File: src/rtl/axil_cmd_master_pkg.sv
// Shared types and constants for the AXI4-Lite command master.
// FLUSH only exists when AXIL_CMD_MASTER_TIMEOUT_EN is defined.
package axil_cmd_master_pkg;

  typedef enum logic [2:0] {
    IDLE,
    WR,
    WR_B,
    RD_AR,
    RD_R,
    RSP
`ifdef AXIL_CMD_MASTER_TIMEOUT_EN
    , FLUSH
`endif
  } state_t;

  localparam logic [1:0] RESP_OKAY   = 2'b00;
  localparam logic [1:0] RESP_SLVERR = 2'b10;
  localparam logic [1:0] RESP_DECERR = 2'b11;

  // States in which the master is waiting on the slave.
  function automatic logic is_wait_state(input state_t s);
    return (s == WR) || (s == WR_B) || (s == RD_AR) || (s == RD_R);
  endfunction

endpackage

File: src/rtl/axil_cmd_watchdog.sv
// Per-transaction wait counter; expired flags the TIMEOUT_CYCLES-th waiting
// clock so the master can present the timeout response on the next one.
module axil_cmd_watchdog #(
  parameter int TIMEOUT_CYCLES = 1024
) (
  input  logic clk,
  input  logic rst_n,
  input  logic clr,
  input  logic en,
  output logic expired
);

  localparam int CW = $clog2(TIMEOUT_CYCLES + 1);
  localparam logic [CW-1:0] LIMIT = CW'(TIMEOUT_CYCLES);
  localparam logic [CW-1:0] LAST  = CW'(TIMEOUT_CYCLES - 1);

  logic [CW-1:0] count;

  always_ff @(posedge clk or negedge rst_n) begin
    if (!rst_n) begin
      count <= '0;
    end else if (clr) begin
      count <= '0;
    end else if (en && (count != LIMIT)) begin
      count <= count + 1'b1;
    end
  end

  assign expired = en && (count >= LAST);

endmodule

File: src/rtl/axil_cmd_master.sv
// Single-outstanding AXI4-Lite master: one command in, one AXI transaction,
// one response out. Optional watchdog/flush under AXIL_CMD_MASTER_TIMEOUT_EN.
module axil_cmd_master
  import axil_cmd_master_pkg::*;
#(
  parameter int C_M_AXI_DATA_WIDTH = 32,
  parameter int C_M_AXI_ADDR_WIDTH = 32,
  parameter int TIMEOUT_CYCLES     = 1024
) (
  input  logic                            M_AXI_ACLK,
  input  logic                            M_AXI_ARESETN,
  // command / response
  input  logic                            cmd_valid,
  output logic                            cmd_ready,
  input  logic                            cmd_write,
  input  logic [C_M_AXI_ADDR_WIDTH-1:0]   cmd_addr,
  input  logic [C_M_AXI_DATA_WIDTH-1:0]   cmd_wdata,
  input  logic [C_M_AXI_DATA_WIDTH/8-1:0] cmd_wstrb,
  output logic                            rsp_valid,
  input  logic                            rsp_ready,
  output logic [C_M_AXI_DATA_WIDTH-1:0]   rsp_rdata,
  output logic [1:0]                      rsp_resp,
  output logic                            rsp_timeout,
  // AXI4-Lite master
  output logic [C_M_AXI_ADDR_WIDTH-1:0]   M_AXI_AWADDR,
  output logic [2:0]                      M_AXI_AWPROT,
  output logic                            M_AXI_AWVALID,
  input  logic                            M_AXI_AWREADY,
  output logic [C_M_AXI_DATA_WIDTH-1:0]   M_AXI_WDATA,
  output logic [C_M_AXI_DATA_WIDTH/8-1:0] M_AXI_WSTRB,
  output logic                            M_AXI_WVALID,
  input  logic                            M_AXI_WREADY,
  input  logic [1:0]                      M_AXI_BRESP,
  input  logic                            M_AXI_BVALID,
  output logic                            M_AXI_BREADY,
  output logic [C_M_AXI_ADDR_WIDTH-1:0]   M_AXI_ARADDR,
  output logic [2:0]                      M_AXI_ARPROT,
  output logic                            M_AXI_ARVALID,
  input  logic                            M_AXI_ARREADY,
  input  logic [C_M_AXI_DATA_WIDTH-1:0]   M_AXI_RDATA,
  input  logic [1:0]                      M_AXI_RRESP,
  input  logic                            M_AXI_RVALID,
  output logic                            M_AXI_RREADY,
  // debug
  output state_t                          dbg_state
);

  localparam int DW = C_M_AXI_DATA_WIDTH;
  localparam int AW = C_M_AXI_ADDR_WIDTH;
  localparam int SW = C_M_AXI_DATA_WIDTH / 8;

  // Handshake rule on every channel: a transfer happens on a rising clock edge
  // where valid and ready are both high; a raised valid (and its payload) is
  // held unchanged until that edge, and ready never gates valid.

  state_t          state, state_n;
  logic            aw_pend, w_pend, ar_pend;
  logic            aw_pend_n, w_pend_n, ar_pend_n;
  logic            bready_q, rready_q, cmd_ready_q, rsp_valid_q;
  logic [DW-1:0]   rsp_rdata_q;
  logic [1:0]      rsp_resp_q;
  logic [AW-1:0]   addr_q;
  logic [DW-1:0]   wdata_q;
  logic [SW-1:0]   wstrb_q;
  logic            write_q;
  logic            cmd_fire, b_fire, r_fire;
  logic            cap_b, cap_r;

  assign cmd_fire = cmd_valid && cmd_ready_q;
  assign b_fire   = M_AXI_BVALID && bready_q;
  assign r_fire   = M_AXI_RVALID && rready_q;

`ifdef AXIL_CMD_MASTER_TIMEOUT_EN
  logic wd_expired;
  logic cap_to;
  logic timed_out_q;

  axil_cmd_watchdog #(
    .TIMEOUT_CYCLES (TIMEOUT_CYCLES)
  ) u_watchdog (
    .clk     (M_AXI_ACLK),
    .rst_n   (M_AXI_ARESETN),
    .clr     (cmd_fire),
    .en      (is_wait_state(state)),
    .expired (wd_expired)
  );
`endif

  always_ff @(posedge M_AXI_ACLK or negedge M_AXI_ARESETN) begin
    if (!M_AXI_ARESETN) begin
      state <= IDLE;
    end else begin
      state <= state_n;
    end
  end

  always_comb begin
    state_n   = state;
    // pending valids retire on their own handshake regardless of state
    aw_pend_n = aw_pend && !M_AXI_AWREADY;
    w_pend_n  = w_pend && !M_AXI_WREADY;
    ar_pend_n = ar_pend && !M_AXI_ARREADY;
    cap_b     = 1'b0;
    cap_r     = 1'b0;
`ifdef AXIL_CMD_MASTER_TIMEOUT_EN
    cap_to    = 1'b0;
`endif
    case (state)
      IDLE: begin
        if (cmd_fire) begin
          state_n   = cmd_write ? WR : RD_AR;
          aw_pend_n = cmd_write;
          w_pend_n  = cmd_write;
          ar_pend_n = !cmd_write;
        end
      end
      WR: begin
        if (!aw_pend_n && !w_pend_n) state_n = WR_B;
      end
      WR_B: begin
        if (b_fire) begin
          cap_b   = 1'b1;
          state_n = RSP;
        end
      end
      RD_AR: begin
        if (!ar_pend_n) state_n = RD_R;
      end
      RD_R: begin
        if (r_fire) begin
          cap_r   = 1'b1;
          state_n = RSP;
        end
      end
      RSP: begin
        if (rsp_ready) begin
`ifdef AXIL_CMD_MASTER_TIMEOUT_EN
          state_n = timed_out_q ? FLUSH : IDLE;
`else
          state_n = IDLE;
`endif
        end
      end
`ifdef AXIL_CMD_MASTER_TIMEOUT_EN
      FLUSH: begin
        if (write_q ? b_fire : r_fire) state_n = IDLE;
      end
`endif
      default: state_n = IDLE;
    endcase
`ifdef AXIL_CMD_MASTER_TIMEOUT_EN
    // a transaction completing on the expiry clock wins over the timeout
    if (wd_expired && (state_n != RSP)) begin
      cap_to  = 1'b1;
      state_n = RSP;
    end
`endif
  end

  always_ff @(posedge M_AXI_ACLK or negedge M_AXI_ARESETN) begin
    if (!M_AXI_ARESETN) begin
      aw_pend     <= 1'b0;
      w_pend      <= 1'b0;
      ar_pend     <= 1'b0;
      bready_q    <= 1'b0;
      rready_q    <= 1'b0;
      cmd_ready_q <= 1'b0;
      rsp_valid_q <= 1'b0;
      rsp_rdata_q <= '0;
      rsp_resp_q  <= RESP_OKAY;
      addr_q      <= '0;
      wdata_q     <= '0;
      wstrb_q     <= '0;
      write_q     <= 1'b0;
    end else begin
      aw_pend     <= aw_pend_n;
      w_pend      <= w_pend_n;
      ar_pend     <= ar_pend_n;
      cmd_ready_q <= (state_n == IDLE);
      rsp_valid_q <= (state_n == RSP);
`ifdef AXIL_CMD_MASTER_TIMEOUT_EN
      bready_q    <= (state_n == WR_B) || ((state_n == FLUSH) && write_q);
      rready_q    <= (state_n == RD_R) || ((state_n == FLUSH) && !write_q);
`else
      bready_q    <= (state_n == WR_B);
      rready_q    <= (state_n == RD_R);
`endif
      if (cmd_fire) begin
        addr_q  <= cmd_addr;
        wdata_q <= cmd_wdata;
        wstrb_q <= cmd_wstrb;
        write_q <= cmd_write;
      end
      if (cap_b) begin
        rsp_rdata_q <= '0;
        rsp_resp_q  <= M_AXI_BRESP;
      end else if (cap_r) begin
        rsp_rdata_q <= M_AXI_RDATA;
        rsp_resp_q  <= M_AXI_RRESP;
      end
`ifdef AXIL_CMD_MASTER_TIMEOUT_EN
      else if (cap_to) begin
        rsp_rdata_q <= '0;
        rsp_resp_q  <= RESP_SLVERR;
      end
`endif
    end
  end

`ifdef AXIL_CMD_MASTER_TIMEOUT_EN
  always_ff @(posedge M_AXI_ACLK or negedge M_AXI_ARESETN) begin
    if (!M_AXI_ARESETN) begin
      timed_out_q <= 1'b0;
    end else if (cmd_fire) begin
      timed_out_q <= 1'b0;
    end else if (cap_to) begin
      timed_out_q <= 1'b1;
    end
  end

  assign rsp_timeout = timed_out_q && rsp_valid_q;
`else
  assign rsp_timeout = 1'b0;
`endif

  assign cmd_ready     = cmd_ready_q;
  assign rsp_valid     = rsp_valid_q;
  assign rsp_rdata     = rsp_rdata_q;
  assign rsp_resp      = rsp_resp_q;
  assign M_AXI_AWADDR  = addr_q;
  assign M_AXI_AWPROT  = 3'b000;
  assign M_AXI_AWVALID = aw_pend;
  assign M_AXI_WDATA   = wdata_q;
  assign M_AXI_WSTRB   = wstrb_q;
  assign M_AXI_WVALID  = w_pend;
  assign M_AXI_BREADY  = bready_q;
  assign M_AXI_ARADDR  = addr_q;
  assign M_AXI_ARPROT  = 3'b000;
  assign M_AXI_ARVALID = ar_pend;
  assign M_AXI_RREADY  = rready_q;
  assign dbg_state     = state;

endmodule

File: config.mk
export PLATFORM = sky130hd
export DESIGN_NAME = axil_cmd_master
export DESIGN_NICKNAME = d
export VERILOG_FILES = /design/src/rtl/axil_cmd_master_pkg.sv /design/src/rtl/axil_cmd_watchdog.sv /design/src/rtl/axil_cmd_master.sv
export SDC_FILE = /design/constraint.sdc
export NUM_CORES = 1
export LEC_CHECK = 0
export ABC_AREA = 0
export BUFFER_PORTS_ARGS = -buffer_cell sky130_fd_sc_hd__buf_2
export CAP_MARGIN = 15
export CORE_MARGIN = 4
export CORE_UTILIZATION = 39
export DETAILED_ROUTE_END_ITERATION = 7
export HOLD_SLACK_MARGIN = 0.02
export MAX_ROUTING_LAYER = met4
export PLACE_DENSITY = 0.76
export SLEW_MARGIN = 20
export SYNTH_ARGS = -nofsm -noshare
export SYNTH_HDL_FRONTEND = slang
export SYNTH_SLANG_ARGS = --single-unit
File: constraint.sdc
create_clock -name M_AXI_ACLK -period 1.5 [get_ports M_AXI_ACLK]
set_input_delay 0 -clock M_AXI_ACLK [delete_from_list [all_inputs] [get_ports M_AXI_ACLK]]
set_output_delay 0 -clock M_AXI_ACLK [all_outputs]
set_load 0.005 [all_outputs]
# After elaboration in Yosys (flattened, before gate mapping)

Cells that the tools add are included.

Bitwise operators: 0
Divide/modulo/power cells: 0
Add/subtract/negate cells: 0
Equality and inequality tests: 8
Muxes and demuxes: 22
Reductions and logical operators: 16
$lt $le $gt $ge: 0
Shift operators: 0
Multiply operators: 0

Operators with widths:

| operator             | count |
|---|---|
| $mux W32             | 2 |
| $mux W3              | 6 |
| $pmux W3 S6          | 1 |
| $eq A3 B3 Y1 const B | 4 |
| $mux W1              | 10 |
| $eq A3 B2 Y1 const B | 3 |
| $logic_and A1 B1 Y1  | 7 |
| $logic_not A1 Y1     | 6 |
| $logic_not A3 Y1     | 2 |
| $mux W2              | 3 |
| $eq A3 B1 Y1 const B | 1 |
| $reduce_bool A2 Y1   | 1 |

Logic and storage cells: 59
Memories: 0
Bits in latches: 0
Output and inout port bits: 151
Flip-flop bits (word level): 112
RAM bits: 0
Bits in read-only memories: 0

# Longest topological paths before layout

Depth in word-level cells: 7
Gate-level depth with buffers: 5

# Least setup slack after synthesis

OpenSTA, ideal clock, no wires.

Path type: flip-flop to flip-flop
Start: register state[0], in the netlist dbg_state[0]
End: register cmd_ready_q, in the netlist cmd_ready
Data required time: 1,420 ps
Arrival: 1,416 ps
Setup time: 80 ps
Setup slack: 3 ps
Buffers on the path: 0
Stages on the path, launching flop included: 5
Cells stage by stage: dfrtp_1 -> nor2b_1 -> nor4b_1 -> or4_4 -> nor3_2

Longest elaborated chain between the ends: 3
Elaborated cells on any way between the ends: 14
Those cells by class: eq/ne: 5; mux: 7; reduce/logical: 2

RTL lines:

| what                                 | line                   | source |
|---|---|---|
| start, declared                      | axil_cmd_master.sv:56  | `state_t state, state_n;` |
| start signal, assigned               | axil_cmd_master.sv:93  | `state <= state_n;` |
| $eq A3 B3 Y1 (tied with other cells) | axil_cmd_master.sv:108 | `case (state)` |
| $pmux W3 S6 *                        | axil_cmd_master.sv:108 |  |
| via state_n[1]                       | axil_cmd_master.sv:56  |  |
| $logic_not A3 Y1 *                   | axil_cmd_master.sv:179 | `cmd_ready_q <= (state_n == IDLE);` |
| end signal, assigned                 | axil_cmd_master.sv:179 |  |
| end, declared                        | axil_cmd_master.sv:59  | `logic bready_q, rready_q, cmd_ready_q, rsp_valid_q;` |

The timed path passes the listed nets; every way through them passes the cells marked *.
A chain may end at the register's enable or synchronous reset.

# Final worst setup path

Start: register state[1], in the netlist dbg_state[1]
End: register state[0], in the netlist dbg_state[0]

Longest elaborated chain between the ends: 2
Elaborated cells on any way between the ends: 7
Those cells by class: eq/ne: 5; mux: 1; reduce/logical: 1

RTL lines:

| what                                 | line |
|---|---|
| $eq A3 B3 Y1 (tied with other cells) | axil_cmd_master.sv:108 |
| $pmux W3 S6 *                        | axil_cmd_master.sv:108 |
| via state_n[0]                       | axil_cmd_master.sv:56 |

Marked as above.

==> metrics.cfg <==
[synth]
synth_area_per_cell_um2 = 14.6
ys_seq_elements = 112
synth.top_cell.area_share = 0.627
synthCells = 306
syn_area_um2 = 4470
seq_area_frac_synth = 0.627
synth_warnings = 0
synth_top_area_cell = dfrtp_1
yosys-top-cells-area = dfrtp_1 (63%), mux2_2 (18%), buf_4 (6.5%), a22o_1 (6.3%), buf_2 (0.90%)
ys_types = 32

[worst_setup_path]
arrival_ns = 1.81
required_ns = 1.72
r2r_start = dbg_state[1]$_DFF_PN0_
crit_chain = nor3b_4 -> and2b_2 -> buf_6 -> or2_4 -> or3_1
path_class = reg -> reg
worstRegToRegCells = 5
endpoint_kind = register
path_max_fanout = 4
path_buf_inv = 1
start_kind = register
rrSetupSlack_ns = -0.09
cp-endpoint = dbg_state[0]$_DFF_PN0_
critPathLaunch = dbg_state[1]$_DFF_PN0_
cp.depth = 5
critPathMaxStageDelay_ns = 0.40
crit_slowest_cell = dfrtp_1
cp_top_family = simple AND/OR/NAND/NOR gates
reg2reg_to = dbg_state[0]$_DFF_PN0_

[place]
portBuffers = 257
routabilityCongestion = 0.891
hpwlAfterDp_mm = 8.80

[routing]
drt_iter0_markers = 166
routed_via_density = 4.76
drc_errors = 0
totalWireLength_mm = 13.8
vias = 3828
wl_per_cell_um = 17.1
drtPass1Iterations = 4
drtAntennaViolNets = 0

[global_route]
gr-usage-all-layers = 0.208
grt_overflow = 0
antenna_found_initial = 1
grt_max_degree = 56
grt_pass1_vias = 4158
grt_pass1_wl_mm = 20.8

[sta]
min_period_over_period = 1.06
setup_viol = 31
max_freq_mhz = 628
hold_slack_ns = 0.0869
finalCriticalPeriod_ns = 1.59
rsz0062_at_grt = yes
fin_worst_skew_ns = 0.00693
hold_viol = 0
fin_ws_ns = -0.0928
final_max_slew_viol_count = 0

[floorplan]
die_x_um = 115
die_height_um = 115
start_util = 0.406
std_cell_rows = 38
core-area_um2 = 11000
die-area_um2 = 13200
ios = 265

[finish]
multi_input_area_um2 = 1450
final_cell_mix = buf_2 (256), dfrtp_1 (111), dlygate4sd3_1 (107)
fin_util = 0.672
nets = 771
fill_cells = 745
final_layout_size_suffix_gt1_frac = 0.580
layout_commonest_cell = buf_2
seqCellArea_um2 = 2800
syn_to_final_growth_pct = 65.8

[cts]
clock_path_buffers = 2
clock_latency_ns = 0.34
cts_tree = built
root_buffer = clkbuf_16
cts_buffers = 9
clock-sinks = 112
htree_levels = 3
clkTransAtPathRegs_ns = 0.07

[worst_hold_path]
hp-class = in -> reg

[pwr]
leakage_nw = 3.76
p_per_area_nw_per_um2 = 1760
vdd_drop_max_v = 0.00119

[flow_run]
maxCapViolCount = 0

[outcome]
status = finished with violations
violations = setup timing

[timing repair]
item | in CTS | in global routing
gates resized for setup | 18 | 14
gates cloned | 1 | 1
pin swaps | 21 | 11
hold endpoints to repair | 217 | 0
setup buffers | 2 | 6
setup endpoints to repair | 41 | 42
hold buffers | 107 | 0
[kinds of logic (layout without fill, tap and decap cells)]
group                  Yosys count  count (layout)  synth area share
flip-flops                     112             112             0.627
AND/OR/NAND/NOR                 27              28            0.0380
buffers and inverters           55             404            0.0811
AO/OA/AOI/OAI                   41              41            0.0772
multiplexers                    70              70             0.176
other                            1               9          0.000838
[final cells by class]
type / instances / area share
antenna: 2 / 0.000675
clock buffer: 10 / 0.0322
clock inverter: 6 / 0.0125
inverter: 3 / 0.00152
multi-input combinational: 146 / 0.196
sequential: 112 / 0.378
tap: 140 / 0.0236
timing repair buffer: 385 / 0.355
[synth_stat cells]
cell type,instances
o21ai_0,2
dfrtp_1,112
a311o_1,1
and2b_1,1
buf_2,8
nor4b_1,2
nor2_1,3
clkbuf_1,1
o21ai_1,1
a22oi_1,2
nand2b_1,1
nor3b_1,1
nor3_2,2
or4_4,1
o21bai_1,1
and2_1,1
mux2_2,70
or2_1,1
o311ai_0,1
or3_1,2
nor3_1,1
buf_4,39
buf_1,4
inv_1,3
nor2b_1,4
nand2_1,4
conb_1,1
o31a_1,1
nand3_1,1
nand3b_1,1
a22o_1,32
or2_2,1
[metrics by stage]
stage               TNS, ns  power (mW)  setup slack [ns]  area [µm²]  instances
floorplan                 0        7.83           0.00336        4500        312
global placement     -11.55        9.68            -0.350        5750        669
detailed placement   -15.79        9.90            -0.497        5750        669
CTS                   -2.59        12.9           -0.0928        7270        795
global route          -3.84        13.8            -0.151        7410        803
finish                -1.37        13.0           -0.0928        7420        804
[report_power, final]
group,internal [mW],switching (mW),total [mW]
Sequential,4.39,0.839,5.23
Combinational,3.06,2.16,5.22
Clock,1.52,1.08,2.59
[sequential cells by signal, summed over array words and instances (netlist names), 2 cells and up]
name          cells
M_AXI_WDATA      32
M_AXI_ARADDR     32
M_AXI_WSTRB       4
dbg_state         3
rsp_rdata        32
rsp_resp          2
[how the worst min path moves through the flow]
stage | cells past startpoint | slack [ns] | start | endpoint
finish | 3 | 0.09 | M_AXI_ARREADY | M_AXI_ARVALID$_DFF_PN0_
global route | 3 | 0.09 | M_AXI_ARREADY | M_AXI_ARVALID$_DFF_PN0_
CTS | 3 | 0.04 | M_AXI_ARREADY | M_AXI_ARVALID$_DFF_PN0_
detailed placement | 1 | -0.16 | M_AXI_ARESETN | M_AXI_ARADDR[3]$_DFFE_PN0P_
global placement | 1 | -0.16 | M_AXI_ARESETN | M_AXI_ARADDR[10]$_DFFE_PN0P_
floorplan | 0 | -0.30 | M_AXI_ARESETN | M_AXI_ARADDR[0]$_DFFE_PN0P_
[metal layers]
metal | global-route usage | up-vias | wire (µm)
li1 | - | 1746 | -
met1 | 0.221 | 1863 | 4980
met2 | 0.373 | 186 | 7330
met3 | 0.0405 | 33 | 1060
met4 | 0.0915 | 0 | 410
met5 | - | - | 0
[worst register-to-register path: stages (launching register included)]
cell,delay (ns)
dfrtp_1,0.40
nor3b_4,0.16
and2b_2,0.21
buf_6,0.12
or2_4,0.24
or3_1,0.35
No activity file was read; power rests on OpenSTA's default activity.
